## config.mk

```make
export PLATFORM = sky130hd
export DESIGN_NAME = mem_ctrl
export DESIGN_NICKNAME = d
export VERILOG_FILES = /design/src/rtl/mem_ctrl.sv
export SDC_FILE = /design/constraint.sdc
export NUM_CORES = 1
export LEC_CHECK = 0
export BUFFER_PORTS_ARGS = -buffer_cell sky130_fd_sc_hd__buf_2
export CORE_ASPECT_RATIO = 0.9
export CORE_UTILIZATION = 30
export CTS_CLUSTER_DIAMETER = 120
export DETAILED_ROUTE_END_ITERATION = 8
export PLACE_DENSITY = 0.51
export SKIP_CTS_REPAIR_TIMING = 1
export SYNTH_ARGS = -nofsm -noshare
export SYNTH_HDL_FRONTEND = slang
export SYNTH_SLANG_ARGS = --single-unit
```

## constraint.sdc

```tcl
create_clock -name clk -period 8.4 [get_ports clk]
set_clock_uncertainty 0.2 [all_clocks]
set_input_delay 1.26 -clock clk [delete_from_list [all_inputs] [get_ports clk]]
set_output_delay 1.26 -clock clk [all_outputs]
set_load 0.05 [all_outputs]
```

## src/rtl/mem_ctrl.sv

```systemverilog
// mem_ctrl: shares one byte-wide RAM between an instruction-fetch port and a
// load/store port. Words are moved one byte per cycle, little-endian.
//
// Ports
//   clk, rst (sync, active-low), rdy (global run enable, 0 = freeze)
//   Fetch port : if_request, if_addr, jump_or_not -> if_inst_o, if_enable
//   Data port  : mem_request, mem_wr_i, mem_addr_i, mem_len, mem_wdata
//                -> mem_rdata_o, mem_enable
//   RAM side   : ram_din (one-cycle read latency) -> ram_dout, ram_a, ram_wr
//
// Build option
//   IF_ABORT_EN : a jump during a fetch drops the fetch at the next edge.
//                 Without it the fetch runs to completion and its result is
//                 discarded (no if_enable, if_inst_o untouched).
module mem_ctrl (
    input  logic        clk,
    input  logic        rst,
    input  logic        rdy,
    input  logic        if_request,
    input  logic [31:0] if_addr,
    input  logic        jump_or_not,
    output logic [31:0] if_inst_o,
    output logic        if_enable,
    input  logic        mem_request,
    input  logic        mem_wr_i,
    input  logic [31:0] mem_addr_i,
    input  logic [1:0]  mem_len,
    input  logic [31:0] mem_wdata,
    output logic [31:0] mem_rdata_o,
    output logic        mem_enable,
    input  logic [7:0]  ram_din,
    output logic [7:0]  ram_dout,
    output logic [31:0] ram_a,
    output logic        ram_wr
);

    typedef enum logic [1:0] {IDLE, IF_RD, MEM_RD, MEM_WR} state_t;

    state_t      state_q;
    logic [2:0]  cnt_q;
    logic [2:0]  nbytes_q;
    logic [31:0] ram_a_q;
    logic [31:0] wdata_q;
    logic [31:0] buf_q;
    logic [31:0] if_inst_q;
    logic [31:0] mem_rdata_q;
    logic [7:0]  ram_dout_q;
    logic        ram_wr_q;
    logic        if_en_q;
    logic        mem_en_q;
    logic        kill_q;
    logic [31:0] rd_word_d;

    function automatic logic [2:0] len_bytes(input logic [1:0] len);
        case (len)
            2'd0:    return 3'd1;
            2'd1:    return 3'd2;
            default: return 3'd4;
        endcase
    endfunction

    function automatic logic [7:0] lane(input logic [31:0] w, input logic [1:0] i);
        case (i)
            2'd0:    return w[7:0];
            2'd1:    return w[15:8];
            2'd2:    return w[23:16];
            default: return w[31:24];
        endcase
    endfunction

    // In read states cnt_q = c means ram_din holds byte c-1 (address sent last cycle).
    always_comb begin
        rd_word_d = buf_q;
        case (cnt_q)
            3'd1:    rd_word_d[7:0]   = ram_din;
            3'd2:    rd_word_d[15:8]  = ram_din;
            3'd3:    rd_word_d[23:16] = ram_din;
            3'd4:    rd_word_d[31:24] = ram_din;
            default: ;
        endcase
    end

    always_ff @(posedge clk) begin
        if (!rst) begin
            state_q     <= IDLE;
            cnt_q       <= 3'd0;
            if_en_q     <= 1'b0;
            mem_en_q    <= 1'b0;
            ram_wr_q    <= 1'b0;
            ram_a_q     <= 32'd0;
            ram_dout_q  <= 8'd0;
            if_inst_q   <= 32'd0;
            mem_rdata_q <= 32'd0;
            kill_q      <= 1'b0;
        end else if (rdy) begin
            if_en_q  <= 1'b0;
            mem_en_q <= 1'b0;
            case (state_q)
                IDLE: begin
                    cnt_q  <= 3'd0;
                    buf_q  <= 32'd0;
                    kill_q <= 1'b0;
                    // Data port wins; a flushed fetch request is not accepted.
                    if (mem_request) begin
                        state_q    <= mem_wr_i ? MEM_WR : MEM_RD;
                        nbytes_q   <= len_bytes(mem_len);
                        ram_a_q    <= mem_addr_i;
                        wdata_q    <= mem_wdata;
                        ram_wr_q   <= mem_wr_i;
                        ram_dout_q <= mem_wr_i ? mem_wdata[7:0] : 8'd0;
                    end else if (if_request && !jump_or_not) begin
                        state_q    <= IF_RD;
                        nbytes_q   <= 3'd4;
                        ram_a_q    <= if_addr;
                        ram_wr_q   <= 1'b0;
                        ram_dout_q <= 8'd0;
                    end
                end
                IF_RD, MEM_RD: begin
                    buf_q <= rd_word_d;
                    if (cnt_q == nbytes_q) begin
                        state_q <= IDLE;
                        cnt_q   <= 3'd0;
                        ram_a_q <= 32'd0;
                        if (state_q == MEM_RD) begin
                            mem_rdata_q <= rd_word_d;
                            mem_en_q    <= 1'b1;
                        end else if (!(kill_q || jump_or_not)) begin
                            if_inst_q <= rd_word_d;
                            if_en_q   <= 1'b1;
                        end
                    end else begin
                        cnt_q   <= cnt_q + 3'd1;
                        ram_a_q <= ram_a_q + 32'd1;
                    end
`ifdef IF_ABORT_EN
                    if (state_q == IF_RD && jump_or_not) begin
                        state_q <= IDLE;
                        cnt_q   <= 3'd0;
                        ram_a_q <= 32'd0;
                        if_en_q <= 1'b0;
                    end
`else
                    if (state_q == IF_RD && jump_or_not) begin
                        kill_q <= 1'b1;
                    end
`endif
                end
                MEM_WR: begin
                    if (cnt_q + 3'd1 == nbytes_q) begin
                        state_q    <= IDLE;
                        cnt_q      <= 3'd0;
                        ram_a_q    <= 32'd0;
                        ram_wr_q   <= 1'b0;
                        ram_dout_q <= 8'd0;
                        mem_en_q   <= 1'b1;
                    end else begin
                        cnt_q      <= cnt_q + 3'd1;
                        ram_a_q    <= ram_a_q + 32'd1;
                        ram_dout_q <= lane(wdata_q, 2'(cnt_q + 3'd1));
                    end
                end
                default: state_q <= IDLE;
            endcase
        end
    end

    // While frozen the RAM keeps reading, so a read presents the byte it still
    // owes (ram_a_q - 1); the byte then lands on ram_din in the first run cycle.
    always_comb begin
        ram_a = ram_a_q;
        if (!rdy && (state_q == IF_RD || state_q == MEM_RD) && cnt_q != 3'd0) begin
            ram_a = ram_a_q - 32'd1;
        end
    end

    assign ram_wr      = ram_wr_q & rdy;
    assign ram_dout    = ram_dout_q;
    assign if_enable   = if_en_q & rdy;
    assign mem_enable  = mem_en_q & rdy;
    assign if_inst_o   = if_inst_q;
    assign mem_rdata_o = mem_rdata_q;

endmodule
```

Word level (Yosys, flattened, before mapping)
Index checks and enable logic that the tools add are counted.

storage, ports and cells
  word-level logic and storage cells = 106
  output and inout bits = 107
  input bits = 113
  register bits after elaboration = 180

cells by class
  add/sub/neg operators = 3
  bitwise logic cells = 5
  eq/ne operators = 16
  reductions and logical operators = 26
  mux-type cells = 43

operators by type and width
  kind                     count
  $mux W32                 5
  $pmux W32 S3             1
  $mux W8                  8
  $pmux W32 S2             1
  $add A32 B1 Y32 const B  1
  $sub A32 B1 Y32 const B  1
  $pmux W8 S3              1
  $reduce_and A4 Y1        5
  $pmux W8 S2              1
  $mux W1                  12
  $mux W3                  4
  $pmux W3 S3              1
  $reduce_and A3 Y1        3
  $mux W2                  4
  $eq A2 B1 Y1 const B     3
  $eq A2 B2 Y1 const B     3
  $eq A3 B2 Y1 const B     2
  $eq A3 B3 Y1             2
  $logic_not A2 Y1         3
  $ne A2 B2 Y1 const B     3
  $pmux W1 S2              3
  $pmux W2 S3              1
  $pmux W3 S2              1
  $reduce_bool A2 Y1       3
  other kinds (13)         21

Logic depth before layout (Yosys ltp)
Gate-level depths: netlist of the first run.

  depth after elaboration = 5
  gate-level depth with buffers = 9
  gate-level depth less buffers = 7

Worst setup path after synthesis of the first run
No wires, ideal clock.

  kind = in2reg
  start = input rst
  end = register buf_q[0] (enable)
  stages on the path = 4
  arrival = 3.927 ns
  setup slack = 3.812 ns
  buffers on the path = 2
  data required time = 7.739 ns
  path through = inv_1 > clkbuf_1 > clkbuf_1 > nor3_1

between the ends
  word-level cells in the longest chain between the ends = 1

RTL lines
  item                         RTL line  text
  start, declared              17        input logic rst,
  $reduce_and A3 Y1 (no line)  -
  end signal, assigned         120       buf_q <= rd_word_d;
  end, declared                44        logic [31:0] buf_q;

Every way passes these cells.
A chain may end at the register's enable or synchronous reset.

Final worst setup path of the first run
  start = register state_q[1]
  end = output ram_a[28]

between the ends
  word-level cells in the longest chain between the ends = 5

RTL lines
  item                                                 RTL line  text
  start, declared                                      39        state_t state_q;
  start signal, assigned                               105       state_q <= mem_wr_i ? MEM_WR : MEM_RD;
  $eq A2 B1 Y1 / $eq A2 B2 Y1 (equally long branches)  172       if (!rdy && (state_q == IF_RD || state_q == MEM_RD) && cnt_q != 3'd0) begin
  $logic_or A1 B1 Y1 *                                 172
  $logic_and A1 B1 Y1 * (2 in a row)                   172
  $mux W32 *                                           172
  end, declared                                        33        output logic [31:0] ram_a,

Every way passes the cells marked *; elsewhere a longest branch is shown, timed or not.

==> results.yml, run 1 <==
yosys:
  synth_warnings: 0
  yosysUniqueCellTypes: 66
  synth_cells: 932
  synth_flop_cell: "dfxtp_1"
  syn_area_per_cell_um2: 9.75
  yosysSeqAreaShare_pct: 47.0
  ys_async_sr_fraction_pct: 0
  ys_ff_latch: 180
  synth_edf_count: 67
  netlist_area_um2: 9090
  syn_nets: 1061
floorplan:
  core-area_um2: 29900
  pin_count: 220
  die_area_um2: 31000
  initial_core_util_pct: 30.4
  rows: 60
  die_width_um: 185
  die_h_um: 167
final_layout:
  seq_area_um2: 4270
  fill_cells: 3128
  drive_gt1_share_pct: 27.7
  mostFrequentLayoutCell: "buf_2"
  post-route-util_pct: 36.8
  multiInputGateArea_um2: 4400
  areaGrowthSynthToFinish_pct: 21.0
  nets: 1232
  final_cell_mix: "219 x buf_2, 115 x nor2_1, 113 x dfxtp_1"
setup_path:
  slowest_delay_ns: 0.95
  r2r_cells: 6
  crit_type: "reg -> out"
  path_max_fanout: 37
  reg2reg_setup_slack_ns: 5.00
  r2r-end: "ram_a_q[18]"
  path_delay_family: "simple AND/OR/NAND/NOR gates"
  worst-path-buf-inv: 2
  crit_slowest_cell: "ha_1"
  required_ns: 6.94
  arrival_ns: 3.90
  start_kind: "flip-flop"
  crit_chain: "inv_1, ha_1, nand2b_1, nor3_1, nand4_1, nor4_1, xor2_1, buf_2"
  reg2reg_from: "state_q[1]"
  cp-end-kind: "output pin"
clock_network:
  cts_buffer_depth: 2
  cts_tree: "done"
  cts_root_buf: "clkbuf_16"
  clock_latency_ns: 0.44
  cts.sinks: 180
  cts-buffers-inserted: 17
  clk_pin_slew_worst_paths_ns: 0.07
  htreeDepth: 4
global_routing:
  grt_pass1_vias: 7107
  grt_pass1_wl_um: 40900
  grt_max_degree: 95
  antenna_found_initial: 4
  global_route.usage.total_pct: 17.2
  overflow: 0
sta:
  tns_ns: 0
  setup_viol: 0
  hold_violations: 0
  max_freq_mhz: 187
  worstMarginPinSlew_ns: 1.09
  rsz0062_at_grt: "no"
  slew_headroom_pct: 27.2
  fin_crit_ns: 5.36
  post-route-period-util_pct: 63.8
  holdWs_ns: 0.294
  layout_setup_ws_ns: 3.04
  drv_slew: 0
drt:
  via_per_inst: 4.99
  postRouteAntennaNets: 0
  wirelength_um: 26500
  drc: 0
  drt_iter0_markers: 483
  wl_per_cell_um: 17.4
  vias: 7601
  first_pass_iters: 6
power:
  finalPower_uw: 2180
  leakage_uw: 0.00446
  ir_drop_mv: 0.142
  powerDensity_nw_per_um2: 198
place:
  place_congestion: 0.774
  dpl.hpwl_um: 18200
  numPortBuffers: 219
  dp_worst_setup_slack_ns: 3.50
worst_hold_path:
  holdPathStages: 2
  hold_start: "mem_rdata_o[17]"
  min_path_type: "reg -> reg"
  worst_hold_path.endpoint: "mem_rdata_o[17]"
run:
  cap_violations: 0
run_status:
  status: "completed"
==> Yosys cell counts (5+ instances only) <==
cell | n | area share (%)
or3_1 | 5 | 0.34
o22ai_1 | 10 | 0.69
nand3_1 | 18 | 0.99
nand2_1 | 57 | 2.4
a222oi_1 | 8 | 0.88
mux2_2 | 24 | 3.0
buf_1 | 9 | 0.37
nor4_1 | 11 | 0.76
a31oi_1 | 10 | 0.69
and2_1 | 6 | 0.41
edfxtp_1 | 67 | 22
o21a_1 | 5 | 0.41
xnor2_1 | 16 | 1.5
o21ai_0 | 16 | 0.88
nor2_1 | 116 | 4.8
a21oi_1 | 28 | 1.5
nor3_1 | 18 | 0.99
xor2_1 | 21 | 2.0
o31a_1 | 5 | 0.48
dfxtp_1 | 113 | 25
clkbuf_1 | 61 | 2.5
a211oi_1 | 75 | 6.2
inv_1 | 16 | 0.66
a22oi_1 | 13 | 1.1
nand4_1 | 15 | 1.0
ha_1 | 16 | 2.2
nand2b_1 | 10 | 0.69
mux2i_1 | 43 | 4.7
nor2b_1 | 38 | 2.6
or2_2 | 7 | 0.48
and3_1 | 8 | 0.55
==> state kept, by name, indices dropped and copies added, names as in the netlist <==
register	cells
buf_q	32
if_en_q	1
if_inst_o	32
mem_en_q	1
cnt_q	3
nbytes_q	3
wdata_q	32
state_q	2
ram_wr_q	1
kill_q	1
ram_dout	8
ram_a_q	32
mem_rdata_o	32
==> worst register-to-register path: stages (launching register included) <==
cell and delay, ns:
dfxtp_1 0.41, inv_1 0.12, ha_1 0.95, o31ai_1 0.32, a21o_1 0.54, or4_1 0.61, a31oi_1 0.18
==> cell families after synthesis <==
kind of cell | synth area share, %
AND/OR/NAND/NOR | 18.6
AO/OA/AOI/OAI | 16.2
flip-flops | 47.0
buffers and inverters | 4.75
multiplexers | 7.71
XOR/XNOR | 3.57
adder cells (fa/ha/maj) | 2.20
==> how the worst max path moves through the flow <==
stage / slack [ns] / cells past startpoint / start / end
after detailed placement: 3.50 / 8 / state_q[1] / ram_a[28]
after floorplan: 3.81 / 4 / rst / buf_q[0]
after CTS: 2.98 / 8 / state_q[1] / ram_a[28]
after global routing: 2.65 / 8 / state_q[1] / ram_a[28]
final: 3.04 / 8 / state_q[1] / ram_a[28]
after global placement: 3.54 / 8 / state_q[1] / ram_a[28]
==> through the flow <==
stage | std cells | area (µm²)
3_3_place_gp | 1487 | 10400
6_report | 1522 | 11000
5_1_grt | 1521 | 11000
4_1_cts | 1519 | 11000
2_1_floorplan | 932 | 9090
3_5_place_dp | 1487 | 10400
==> layout make-up <==
type                    instances  area share (%)
well taps                     403            4.58
flip-flops and latches        180            38.9
diodes                          3          0.0683
repair buffers                230            10.7
clock buffers                  20            4.25
multi-input cells             658            40.0
clock inverters                12           0.944
inverters                      16           0.557
==> per-layer routing <==
| layer | part of all wire [%] | vias to the layer above | GRT usage [%] |
|---|---|---|---|
| li1 | - | 3777 | - |
| met1 | 49 | 3594 | 24.1 |
| met2 | 44 | 204 | 26.0 |
| met3 | 5.6 | 24 | 4.44 |
| met4 | 0.96 | 2 | 4.64 |
| met5 | 0.049 | - | 0 |
==> where the power goes <==
part           total (µW)  switching (µW)  internal [µW]
combinational         387             252            135
sequential            994            44.7            950
clock                 797             381            416
Power figures use the tool's default switching activity.
==> run 2: changes to the inputs <==
--- a/config.mk
+++ b/config.mk
@@ -10,7 +10,7 @@
 export CORE_UTILIZATION = 30
 export CTS_CLUSTER_DIAMETER = 120
 export DETAILED_ROUTE_END_ITERATION = 8
-export PLACE_DENSITY = 0.51
+export PLACE_DENSITY = 0.53
 export SKIP_CTS_REPAIR_TIMING = 1
 export SYNTH_ARGS = -nofsm -noshare
 export SYNTH_HDL_FRONTEND = slang
==> constraint.sdc (replaced) <==
create_clock -name clk -period 4.7 [get_ports clk]
set_clock_uncertainty 0.2 [all_clocks]
set_input_delay 0.705 -clock clk [delete_from_list [all_inputs] [get_ports clk]]
set_output_delay 0.705 -clock clk [all_outputs]
set_load 0.05 [all_outputs]
==> run 2 against run 1 <==
Cell count barely moved. Critical path depth unchanged. Via count rose by 0.70%. Setup slack got worse by 2.5 ns. Routed wire length grew 0.82%. First-iteration DRC count up 11%. Sequential share of layout area down 0.13 points. Non-clock buffer count increased by 1. Design area grew 0.33%. Critical path type unchanged. Critical endpoint unchanged.
==> results.yml, run 2 (synthesis gave the netlist of run 1 again) <==
run_status:
  status: "completed"
setup_path:
  reg2reg_setup_slack_ns: 1.43
  arrival_ns: 3.24
  path_delay_family: "simple AND/OR/NAND/NOR gates"
  start_kind: "flip-flop"
  crit_type: "reg -> out"
  path_max_fanout: 10
  crit_slowest_cell: "dfxtp_1"
  slowest_delay_ns: 0.48
  worst-path-buf-inv: 2
  crit_chain: "inv_1, ha_1, nor2b_1, nor3_1, nand4_1, nor4_1, xor2_1, buf_2"
  path_depth: 8
  cp-end-kind: "output pin"
  r2r_cells: 7
  required_ns: 3.80
clock_network:
  cts_root_buf: "clkbuf_16"
  cts_tree: "done"
  clock_latency_ns: 0.45
  htreeDepth: 4
  cts.sinks: 180
  cts_buffer_depth: 2
  cts-buffers-inserted: 17
  clk_pin_slew_worst_paths_ns: 0.07
sta:
  setup_viol: 0
  hold_violations: 0
  post-route-period-util_pct: 88.1
  max_freq_mhz: 241
  holdWs_ns: 0.241
  rsz0062_at_grt: "no"
  tns_ns: 0
  drv_slew: 0
  fin_crit_ns: 4.14
  slew_headroom_pct: 23.8
  worstMarginPinSlew_ns: 1.14
worst_hold_path:
  holdPathStages: 1
  min_path_type: "in -> reg"
power:
  leakage_uw: 0.00447
  ir_drop_mv: 0.232
  finalPower_uw: 3930
  powerDensity_nw_per_um2: 356
floorplan:
  core-area_um2: 29900
  die_width_um: 185
  initial_core_util_pct: 30.4
  pin_count: 220
  rows: 60
  die_h_um: 167
  die_area_um2: 31000
drt:
  drt_iter0_markers: 535
  wl_per_cell_um: 17.5
  wirelength_um: 26700
  drc: 0
  postRouteAntennaNets: 0
  first_pass_iters: 5
  via_per_inst: 5.03
  vias: 7654
place:
  place_congestion: 0.814
  dpl_cell_area_um2: 10400
  dpl.hpwl_um: 18800
  numPortBuffers: 219
final_layout:
  areaGrowthSynthToFinish_pct: 21.4
  nets: 1233
  mostFrequentLayoutCell: "buf_2"
  fin_area_um2: 11000
  final_cell_mix: "219 x buf_2, 115 x nor2_1, 113 x dfxtp_1"
  drive_gt1_share_pct: 27.8
global_routing:
  overflow: 0
  global_route.usage.total_pct: 17.4
  antenna_found_initial: 2
  grt_pass1_wl_um: 41700
  grt_max_degree: 83
  grt_pass1_vias: 7243
run:
  cap_violations: 0
==> run 2: cell types whose count changed in the layout (fill, tap and decap cells not counted), sizes merged <==
cell      change
inv           -3
clkinv        +2
diode         -2
buf           +1
clkinvlp      +1
==> run 2: metal layers <==
metal  global-route usage, %  routed length [µm]
met5                       0                  11
met4                    3.99                 242
met3                    3.63                1320
met2                    25.8               11900
met1                    25.7               13200
==> run 2: final timing paths <==
kind / from / to
hold reg to reg: if_en_q / if_en_q
hold / removal: mem_wdata[29] / wdata_q[29]
setup reg to reg: cnt_q[0] / ram_a_q[28]
setup / recovery: cnt_q[0] / ram_a[28]
==> run 2: cell type report <==
type / instances / area (µm²)
diodes: 1 / 2.50
clock buffers: 20 / 489
clock inverters: 12 / 109
fillers: 3111 / 18800
inverters: 16 / 61.3
multi-input cells: 658 / 4410
flip-flops and latches: 180 / 4270
well taps: 403 / 504
repair buffers: 231 / 1190
==> run 2: per-stage QoR <==
step	utilization, %	std cells	setup slack [ns]
4_1_cts	36.9	1520	0.519
5_1_grt	36.9	1521	0.219
2_1_floorplan	-	932	0.667
6_report	36.9	1521	0.559
3_3_place_gp	34.9	1488	1.09
3_5_place_dp	34.9	1488	0.990
==> run 2: power by group <==
group | switching [µW] | total (µW) | internal, µW
Clock | 681 | 1460 | 775
Combinational | 455 | 696 | 242
Sequential | 79.4 | 1780 | 1700
==> run 3: changes to the inputs <==
--- a/config.mk
+++ b/config.mk
@@ -7,10 +7,10 @@
 export LEC_CHECK = 0
 export BUFFER_PORTS_ARGS = -buffer_cell sky130_fd_sc_hd__buf_2
 export CORE_ASPECT_RATIO = 0.9
-export CORE_UTILIZATION = 30
+export CORE_UTILIZATION = 40
 export CTS_CLUSTER_DIAMETER = 120
 export DETAILED_ROUTE_END_ITERATION = 8
-export PLACE_DENSITY = 0.53
+export PLACE_DENSITY = 0.66
 export SKIP_CTS_REPAIR_TIMING = 1
 export SYNTH_ARGS = -nofsm -noshare
 export SYNTH_HDL_FRONTEND = slang
==> run 3 against run 2 <==
Clock power up 6%. Register-to-register slack gained 0.14 ns. Routed wire length is 5.3% lower. Cell count is 7.2% lower. Clock-buffer cell count grew 2. Via count is 1.8% higher. Setup slack better by 0.042 ns. Sequential cell count is the same. Fmax grew 1.0%. Worst hold slack better by 0.010 ns. Design area down 0.88%.
==> results.yml, run 3 (synthesis gave the netlist of run 1 again) <==
place:
  dpl.hpwl_um: 17500
  place_congestion: 0.856
  dp_cells: 1378
  numPortBuffers: 219
  dp_worst_setup_slack_ns: 1.06
sta:
  hold_violations: 0
  max_freq_mhz: 244
  fin_crit_ns: 4.10
  worstMarginPinSlew_ns: 1.14
  slew_headroom_pct: 24.2
  drv_slew: 0
  tns_ns: 0
  post-route-period-util_pct: 87.2
  rsz0062_at_grt: "no"
  holdWs_ns: 0.252
  layout_setup_ws_ns: 0.601
  setup_viol: 0
final_layout:
  areaGrowthSynthToFinish_pct: 20.3
  layout.cells.non_filler: 1411
  drive_gt1_share_pct: 27.7
  final_cell_mix: "219 x buf_2, 115 x nor2_1, 113 x dfxtp_1"
  mostFrequentLayoutCell: "buf_2"
  nets: 1235
  fill_cells: 2110
drt:
  vias: 7793
  postRouteAntennaNets: 0
  first_pass_iters: 6
  drt_iter0_markers: 688
  wl_per_cell_um: 17.9
  via_per_inst: 5.52
  wirelength_um: 25300
  drc: 0
floorplan:
  die_area_um2: 23300
  pin_count: 220
  die_h_um: 145
  initial_core_util_pct: 41.4
  die_width_um: 161
  core-area_um2: 22000
  rows: 51
global_routing:
  antenna_found_initial: 1
  grt_max_degree: 65
  grt_pass1_vias: 7275
  overflow: 0
  global_route.usage.total_pct: 21.4
  grt_pass1_wl_um: 39700
clock_network:
  cts_tree: "done"
  clk_pin_slew_worst_paths_ns: 0.07
  cts-buffers-inserted: 17
  clock_latency_ns: 0.43
  cts_root_buf: "clkbuf_16"
  htreeDepth: 4
  cts.sinks: 180
  cts_buffer_depth: 2
setup_path:
  path_max_fanout: 10
  start_kind: "flip-flop"
  cp-end-kind: "output pin"
  arrival_ns: 3.19
  crit_type: "reg -> out"
  required_ns: 3.80
run:
  cap_violations: 0
run_status:
  status: "completed"
power:
  leakage_uw: 0.00449
  ir_drop_mv: 0.281
  powerDensity_nw_per_um2: 368
worst_hold_path:
  min_path_type: "in -> reg"
[run 3: power by group]
part           switching, µW  leakage [µW]  internal (µW)  total (µW)
Sequential              76.6       0.00155           1700        1770
Clock                    626      0.000303            927        1550
Combinational            450       0.00264            242         692
[run 3: critical path, stage by stage, from the launching register on]
cell and delay (ns):
dfxtp_1 0.46, inv_1 0.15, ha_1 0.38, nor2b_1 0.24, nor3_1 0.42, nand4_1 0.33, nor4_1 0.32, xor2_1 0.18
buf_2 0.28
[run 3: metal layers]
metal | routed length, µm | part of all wire (%) | track usage (%)
met1 | 11800 | 47 | 30.4
met2 | 11500 | 46 | 33.7
met3 | 1670 | 6.6 | 3.66
met4 | 247 | 0.98 | 5.14
met5 | 0 | 0 | 0
[run 3: area by class of cell]
class | count | area (µm²) | area share [%]
inverters | 16 | 60.1 | 0.549
clock inverters | 10 | 170 | 1.56
well taps | 291 | 364 | 3.33
repair buffers | 233 | 1200 | 11.0
diodes | 1 | 2.50 | 0.0229
clock buffers | 22 | 464 | 4.24
multi-input cells | 658 | 4400 | 40.2
flip-flops and latches | 180 | 4270 | 39.1
[run 3: per-stage QoR]
stage          instance area, µm²  power, µW  utilization [%]
4_1_cts                     10900       4040             49.8
6_report                    10900       4020             49.8
3_5_place_dp                10300       2500             46.9
3_3_place_gp                10300       2490             46.9
5_1_grt                     10900       4170             49.8
2_1_floorplan                9090       2310                -
[run 3: path summary, 6_finish.rpt]
kind	from	to	slack [ns]	cells after the start
max	cnt_q[0]	ram_a[28]	0.60	8
min	mem_wdata[18]	wdata_q[18]	0.25	1
max reg2reg	state_q[0]	if_inst_o[25]	1.57	8
min reg2reg	if_en_q	if_en_q	0.28	2
